### src/rtl/mem_arbiter_pkg.sv
// Shared constants for the cache/memory arbiter: memory geometry, tag widths
// and source encodings.
package mem_arbiter_pkg;

  localparam int CPU_DATA_BITS   = 64;
  localparam int MEM_DATA_BITS   = 128;
  localparam int MEM_DATA_CYCLES = 4;
  localparam int IC_MEM_TAG_BITS = 3;
  localparam int DC_MEM_TAG_BITS = 4;

  localparam logic SRC_DC = 1'b0;
  localparam logic SRC_IC = 1'b1;

  function automatic int ceil_log2(input int n);
    int r;
    r = 0;
    for (int i = 0; i < 32; i++) begin
      if ((1 << r) < n) r = r + 1;
    end
    return r;
  endfunction

  function automatic int max_int(input int a, input int b);
    return (a > b) ? a : b;
  endfunction

  // A counter needs at least one bit even for single-beat lines.
  function automatic int cnt_bits(input int n);
    return (n > 1) ? ceil_log2(n) : 1;
  endfunction

  localparam int MEM_LSB = ceil_log2(MEM_DATA_BITS / CPU_DATA_BITS);

endpackage

### src/rtl/mem_arbiter.sv
// Arbitrates ICache and DCache onto one memory request port, keeps DCache
// writeback bursts atomic, and steers registered responses back by source.
module mem_arbiter
  import mem_arbiter_pkg::*;
#(
  parameter int WORD_ADDR_BITS = 29,
  parameter int DATA_CYCLES    = MEM_DATA_CYCLES,
  parameter int IC_TAG_BITS    = IC_MEM_TAG_BITS,
  parameter int DC_TAG_BITS    = DC_MEM_TAG_BITS
) (
  input  logic                                            clk,
  input  logic                                            reset,
  input  logic                                            ic_req_val,
  output logic                                            ic_req_rdy,
  input  logic [WORD_ADDR_BITS-MEM_LSB-1:0]               ic_req_addr,
  input  logic [IC_TAG_BITS-1:0]                          ic_req_tag,
  output logic                                            ic_resp_val,
  output logic                                            ic_resp_nack,
  output logic [MEM_DATA_BITS-1:0]                        ic_resp_data,
  output logic [IC_TAG_BITS-1:0]                          ic_resp_tag,
  input  logic                                            dc_req_val,
  output logic                                            dc_req_rdy,
  input  logic                                            dc_req_rw,
  input  logic [WORD_ADDR_BITS-MEM_LSB-1:0]               dc_req_addr,
  input  logic [MEM_DATA_BITS-1:0]                        dc_req_data,
  input  logic [DC_TAG_BITS-1:0]                          dc_req_tag,
  output logic                                            dc_resp_val,
  output logic                                            dc_resp_nack,
  output logic [MEM_DATA_BITS-1:0]                        dc_resp_data,
  output logic [DC_TAG_BITS-1:0]                          dc_resp_tag,
  output logic                                            mem_req_val,
  input  logic                                            mem_req_rdy,
  output logic                                            mem_req_rw,
  output logic [WORD_ADDR_BITS-MEM_LSB-1:0]               mem_req_addr,
  output logic [MEM_DATA_BITS-1:0]                        mem_req_data,
  output logic [max_int(IC_TAG_BITS, DC_TAG_BITS):0]      mem_req_tag,
  input  logic                                            mem_resp_val,
  input  logic                                            mem_resp_nack,
  input  logic [MEM_DATA_BITS-1:0]                        mem_resp_data,
  input  logic [max_int(IC_TAG_BITS, DC_TAG_BITS):0]      mem_resp_tag
);

  localparam int TB = max_int(IC_TAG_BITS, DC_TAG_BITS);
  localparam int CW = cnt_bits(DATA_CYCLES);

  logic                     lock;
  logic [CW-1:0]            beat_cnt;
  logic                     prio;
  logic                     r_val;
  logic                     r_nack;
  logic                     r_src;
  logic [MEM_DATA_BITS-1:0] r_data;
  logic [TB-1:0]            r_tag;

  logic                     grant_ic;
  logic [TB-1:0]            ic_tag_ext;
  logic [TB-1:0]            dc_tag_ext;
  logic                     req_fire;
  logic                     dc_wr_fire;
  logic                     last_beat;

  // Grant selection: an open writeback burst pins the grant to the DCache.
  always_comb begin
    grant_ic = 1'b0;
    if (lock) begin
      grant_ic = 1'b0;
    end else if (ic_req_val && dc_req_val) begin
      grant_ic = prio;
    end else if (ic_req_val) begin
      grant_ic = 1'b1;
    end else begin
      grant_ic = 1'b0;
    end
  end

  // Request mux toward memory and ready fan-back to the caches.
  always_comb begin
    ic_tag_ext                   = {TB{1'b0}};
    dc_tag_ext                   = {TB{1'b0}};
    ic_tag_ext[IC_TAG_BITS-1:0]  = ic_req_tag;
    dc_tag_ext[DC_TAG_BITS-1:0]  = dc_req_tag;
    mem_req_data                 = dc_req_data;
    if (grant_ic) begin
      mem_req_val  = ic_req_val;
      mem_req_rw   = 1'b0;
      mem_req_addr = ic_req_addr;
      mem_req_tag  = {SRC_IC, ic_tag_ext};
      ic_req_rdy   = mem_req_rdy;
      dc_req_rdy   = 1'b0;
    end else begin
      mem_req_val  = dc_req_val;
      mem_req_rw   = dc_req_rw;
      mem_req_addr = dc_req_addr;
      mem_req_tag  = {SRC_DC, dc_tag_ext};
      ic_req_rdy   = 1'b0;
      dc_req_rdy   = mem_req_rdy;
    end
  end

  assign req_fire   = mem_req_val & mem_req_rdy;
  assign dc_wr_fire = req_fire & ~grant_ic & dc_req_rw;
  assign last_beat  = (beat_cnt == CW'(DATA_CYCLES - 1));

  // Burst lock, beat counter and round-robin priority.
  always_ff @(posedge clk or negedge reset) begin
    if (!reset) begin
      lock     <= 1'b0;
      beat_cnt <= {CW{1'b0}};
      prio     <= 1'b0;
    end else if (dc_wr_fire) begin
      if (last_beat) begin
        lock     <= 1'b0;
        beat_cnt <= {CW{1'b0}};
        prio     <= 1'b1;
      end else begin
        lock     <= 1'b1;
        beat_cnt <= beat_cnt + CW'(1);
        prio     <= prio;
      end
    end else if (req_fire) begin
      // Favour whichever source was not just served.
      prio     <= ~grant_ic;
      lock     <= lock;
      beat_cnt <= beat_cnt;
    end else begin
      lock     <= lock;
      beat_cnt <= beat_cnt;
      prio     <= prio;
    end
  end

  // One-cycle response stage; data and tag hold between beats.
  always_ff @(posedge clk or negedge reset) begin
    if (!reset) begin
      r_val  <= 1'b0;
      r_nack <= 1'b0;
      r_src  <= SRC_DC;
      r_data <= {MEM_DATA_BITS{1'b0}};
      r_tag  <= {TB{1'b0}};
    end else if (mem_resp_val || mem_resp_nack) begin
      r_val  <= mem_resp_val;
      r_nack <= mem_resp_nack;
      r_src  <= mem_resp_tag[TB];
      r_data <= mem_resp_data;
      r_tag  <= mem_resp_tag[TB-1:0];
    end else begin
      r_val  <= 1'b0;
      r_nack <= 1'b0;
      r_src  <= r_src;
      r_data <= r_data;
      r_tag  <= r_tag;
    end
  end

  assign ic_resp_val  = r_val  & (r_src == SRC_IC);
  assign ic_resp_nack = r_nack & (r_src == SRC_IC);
  assign dc_resp_val  = r_val  & (r_src == SRC_DC);
  assign dc_resp_nack = r_nack & (r_src == SRC_DC);
  assign ic_resp_data = r_data;
  assign dc_resp_data = r_data;
  assign ic_resp_tag  = r_tag[IC_TAG_BITS-1:0];
  assign dc_resp_tag  = r_tag[DC_TAG_BITS-1:0];

endmodule
### config.mk
export PLATFORM = sky130hd
export DESIGN_NAME = mem_arbiter
export DESIGN_NICKNAME = d
export VERILOG_FILES = /design/src/rtl/mem_arbiter_pkg.sv /design/src/rtl/mem_arbiter.sv
export SDC_FILE = /design/constraint.sdc
export NUM_CORES = 1
export LEC_CHECK = 0
export BUFFER_PORTS_ARGS = -buffer_cell sky130_fd_sc_hd__buf_2
export CELL_PAD_IN_SITES_DETAIL_PLACEMENT = 1
export CELL_PAD_IN_SITES_GLOBAL_PLACEMENT = 2
export CORE_AREA = 2 2 301 303
export CTS_BUF_LIST = sky130_fd_sc_hd__clkbuf_4
export CTS_CLUSTER_SIZE = 12
export DETAILED_ROUTE_END_ITERATION = 8
export DIE_AREA = 0 0 303 305
export GPL_ROUTABILITY_DRIVEN = 1
export PLACE_DENSITY_LB_ADDON = 0.1
export SLEW_MARGIN = 20
export SYNTH_ARGS = -nofsm -noshare
export SYNTH_HDL_FRONTEND = slang
export SYNTH_SLANG_ARGS = --single-unit
### constraint.sdc
create_clock -name clk -period 1.35 [get_ports clk]
set_input_delay 0.0675 -clock clk [delete_from_list [all_inputs] [get_ports clk]]
set_output_delay 0.0675 -clock clk [all_outputs]
set_load 0.005 [all_outputs]
### After elaboration in Yosys (flattened, before gate mapping)

Index checks and enable logic that the tools add are counted.

* register bits after elaboration: 139
* output and inout bits: 432

* bitwise gates (word level): 9
* reduce and logical (&&, ||, !) cells: 4
* muxes and demuxes: 16
* $add $sub $neg: 1
* equal/unequal tests: 2

Operator list (count)
* 28-bit 2-to-1 mux: 1
* 1-bit 2-to-1 mux: 13
* 1-bit bitwise AND: 7
* 5-bit 2-to-1 mux: 1
* 2-bit by 1-bit adder with 2-bit output, second input constant: 1
* 2-bit == test, second input constant: 1
* 2-bit 2-to-1 mux: 1
* 2-bit by 1-bit != test with 1-bit output, second input constant: 1
* 1-bit inverter: 2
* 2-bit AND reduction: 1
* 2-bit nonzero test: 1
* 1-bit logical AND: 1
* 1-bit logical OR: 1

### Depth between registers and ports, before layout

* word-level depth: 9
* gate-level depth with buffers: 5
* gate-level depth less buffers: 4

### Least setup slack after synthesis

OpenSTA, ideal clock, no wires.

* path type: register to output
* start point: reg prio
* end point: out mem_req_addr[0]
* stages on the path, launching flop included: 4
* path slack: 0.072 ns
* data required time: 1.283 ns
* arrival time: 1.210 ns
* path through: dfrtp_1 > o21ai_4 > buf_12 > mux2_4

* longest elaborated chain between the ends: 3

RTL lines
* from (decl): line mem_arbiter.sv:48 `logic prio;`
* from (signal assigned): line mem_arbiter.sv:118 `prio <= prio;`
* from (signal assigned): line mem_arbiter.sv:122 `prio <= ~grant_ic;`
* from (signal assigned): line mem_arbiter.sv:128 `prio <= prio;`
* 1-bit 2-to-1 mux: line mem_arbiter.sv:67 `end else if (ic_req_val && dc_req_val) begin`
* 1-bit 2-to-1 mux: line mem_arbiter.sv:65 `if (lock) begin`
* 28-bit 2-to-1 mux: line mem_arbiter.sv:83 `if (grant_ic) begin`
* to (decl): line mem_arbiter.sv:34 `output logic [WORD_ADDR_BITS-MEM_LSB-1:0] mem_req_addr,`

Every way passes these cells.

### Worst setup path after layout

* start point: reg lock
* end point: out mem_req_addr[16]

* longest elaborated chain between the ends: 2

RTL lines
* from (decl): line mem_arbiter.sv:46 `logic lock;`
* from (signal assigned): line mem_arbiter.sv:123 `lock <= lock;`
* from (signal assigned): line mem_arbiter.sv:126 `lock <= lock;`
* 1-bit 2-to-1 mux: line mem_arbiter.sv:65
* 28-bit 2-to-1 mux: line mem_arbiter.sv:83

Every way passes these cells.

==> reports/qor.yml <==
power_frac_comb: 0.314
grt_antenna_before_repair: 6
layout.cells.non_filler: 2354
syn-mean-instance-area_um2: 12.72
synth_most_common_cell: "buf_4"
ys_ff_latch: 139
chipHeight_um: 305
cp_num_cells: 6
drtIter0Drc: 188
io-pin-count: 764
swShare: 0.3102
placed_cells: 2046
hold_viol_final: 0
path_common_cell: "buf_6"
hold_class: "input pin to flip-flop"
p_sw_mw: 3.629
drcViolationCount: 110
dr_wl_met2_um: 17160
violations: "DRC, setup timing"
startpoint_type: "flip-flop"
die-area_mm2: 0.09242
ir_drop_mv: 0.5088
clkPwrFrac: 0.260
fmax_mhz: 472.4
ant_nets: 0
synth_cell_types: 24
grt_pass1_wl_um: 47910
drive_above_1_share: 0.6590
num_vias: 6438
intPower_mw: 8.073
die_x_um: 303
overflow: 0
avgRoutedWirePerCell_um: 14.60
synth_cells: 608
cp_slowest_cell: "dfrtp_1"
powerDensity_mw_per_mm2: 873.4
fin_crit_ns: 2.117
crit_buf_inv: 3
dpl-instance-area_mm2: 0.01004
fin_area_mm2: 0.01340
grt_max_degree: 53
yosysWarnings: 0
setup_viol: 108
netlist_top_cells_area: "dfrtp_1 (45%), buf_4 (25%), mux2_2 (21%)"
cp_top_family: "flip-flops"
drt-met1-wl_um: 12590
drv_cap: 0
clockBufferDepth: 2
yosysSeqAreaShare: 0.4498
crit_chain: "nor2b_4 -> o21ai_4 -> buf_4 -> buf_6 -> mux2_4 -> buf_6"
cts_root_buffer: "clkbuf_4"
worstPathRequired_ns: 1.28
total_power_mw: 11.70
cts_hold_buf: 267
cp_data_arrival_time_ns: 2.05
wl_met3_um: 3586
first_pass_iters: 6
htree_levels: 4
regToRegSetupSlack_ns: -0.01
row_count: 110
worst_slack_ns: -0.7670
power.leakage_nw: 6.086
vias_per_cell: 2.735
track_usage: 0.07329
reg2reg_depth: 6
status: "finished with violations"
netlist_top_cells_count: "buf_4 (261), mux2_2 (141), dfrtp_1 (139)"
worstHoldPathCells: 6
fin_crit_sh: 1.568
initial_core_util: 0.08657
core_area_mm2: 0.08932
clock_latency_ns: 0.70
ys.flop_type: "dfrtp_1"
syn2layout_area_growth_pct: 73.28
synth_largest_area_cell: "dfrtp_1"
endpoint_kind: "primary output"
mappedNetlistArea_mm2: 0.007732
first_global_vias: 6971
post-route-util: 0.1500
critPathMaxFanout: 6
async_reset_ff_frac: 1.000
rsz0062_at_grt: "yes"
finClkSkew_ns: 0.005360
gp_congestion: 0.6401
pwr-share-seq: 0.426
nets: 1493
place_hpwl_um: 27730
drt_wl_total_um: 34370
cts_tree: "built"
highest_layer: "met5"
slew_violations: 0
syn-num-nets: 941
clk_pin_slew_ns: 0.14
portBuffers: 507
synth_edf_count: 0
tightest_slew_ns: 0.4081
clock-sinks: 139
synth_top_area_share: 0.4498
relSlewSlack: 0.7280
path_class: "flip-flop to primary output"
cpPeakStageDelay_ns: 0.43
cts_buffers: 17
cells in the final DEF, fill, tap and decap left out, drive strengths merged, types with 2 or more instances in the layout:
cell / Yosys / routed
inv: 4 / 4
clkinv: 0 / 8
buf: 277 / 546
dfrtp: 139 / 139
bufinv: 0 / 2
diode: 0 / 5
clkbuf: 2 / 19
nor2b: 3 / 3
mux2: 166 / 166
and2: 5 / 5
nor2: 3 / 3
dlygate4sd3: 0 / 266
clkinvlp: 0 / 3
a31oi: 2 / 2
what timing repair did:
item | 4_1_cts | 5_1_grt
buffers inserted | 3 | 2
hold endpoints to repair | 278 | 1
endpoints found under the setup margin | 304 | 306
pin swaps | 1 | 2
gates resized for setup | 62 | 26
worst min-delay path, cell delays in order:
cell	delay, ns
buf_2	0.08
nor2b_4	0.17
buf_4	0.13
buf_6	0.09
buf_4	0.10
a31oi_1	0.08
metal layers:
layer / vias up / global-route usage
met1: 3128 / 0.07616
met3: 59 / 0.03293
li1: 2859 / -
met5: - / 0.002116
met2: 390 / 0.1259
met4: 2 / 0.03219
flip-flops by register name, summed over array words and instances, names as in the netlist:
| name | cells |
|---|---|
| lock | 1 |
| r_src | 1 |
| dc_resp_tag | 4 |
| r_nack | 1 |
| r_val | 1 |
| dc_resp_data | 128 |
| prio | 1 |
| beat_cnt | 2 |
final timing paths:
| kind | from | endpoint |
|---|---|---|
| max in group asynchronous | reset | dc_resp_data[91] |
| worst min-delay path | ic_req_val | prio |
| min in group asynchronous | reset | dc_resp_data[97] |
| worst max-delay path | lock | mem_req_addr[16] |
| worst min register to register | dc_resp_tag[3] | dc_resp_tag[3] |
| worst max register to register | lock | beat_cnt[0] |
stage by stage:
step           hold slack (ns)  TNS, ns  setup WS (ns)
5_1_grt               -0.06015   -79.64        -0.9932
3_3_place_gp          -0.05428  -0.1127       -0.04341
3_5_place_dp          -0.05282  -0.5023       -0.06433
6_report               0.04597   -28.45        -0.7670
2_1_floorplan          -0.2281        0        0.07202
4_1_cts                -0.2894   -95.96         -1.002
area by class of cell:
type,count,area [um^2]
fill,10450,75920
clock buffer,19,142.6
multi-input combinational,186,2160
antenna,5,12.51
clock inverter,13,127.6
inverter,4,15.01
timing repair buffer,812,5967
sequential,139,3503
tap,1176,1471
cell families after synthesis:
kind of cell | Yosys count | synth area share
buffers and inverters | 283 | 0.2775
multiplexers | 167 | 0.2552
flip-flops | 139 | 0.4498
AND/OR/NAND/NOR | 14 | 0.01149
AO/OA/AOI/OAI | 4 | 0.004369
adder cells (fa/ha/maj) | 1 | 0.001618
power by group through the flow:
stage               registers [mW]  clock network [mW]  logic, mW
global route                  5.08                3.52       4.04
finish                        4.98                3.04       3.68
CTS                           5.01                3.46       3.68
detailed placement            5.07                   0       2.79
global placement              5.06                   0       2.83
floorplan                     4.94                   0       1.93
Power figures use the tool's default switching activity.
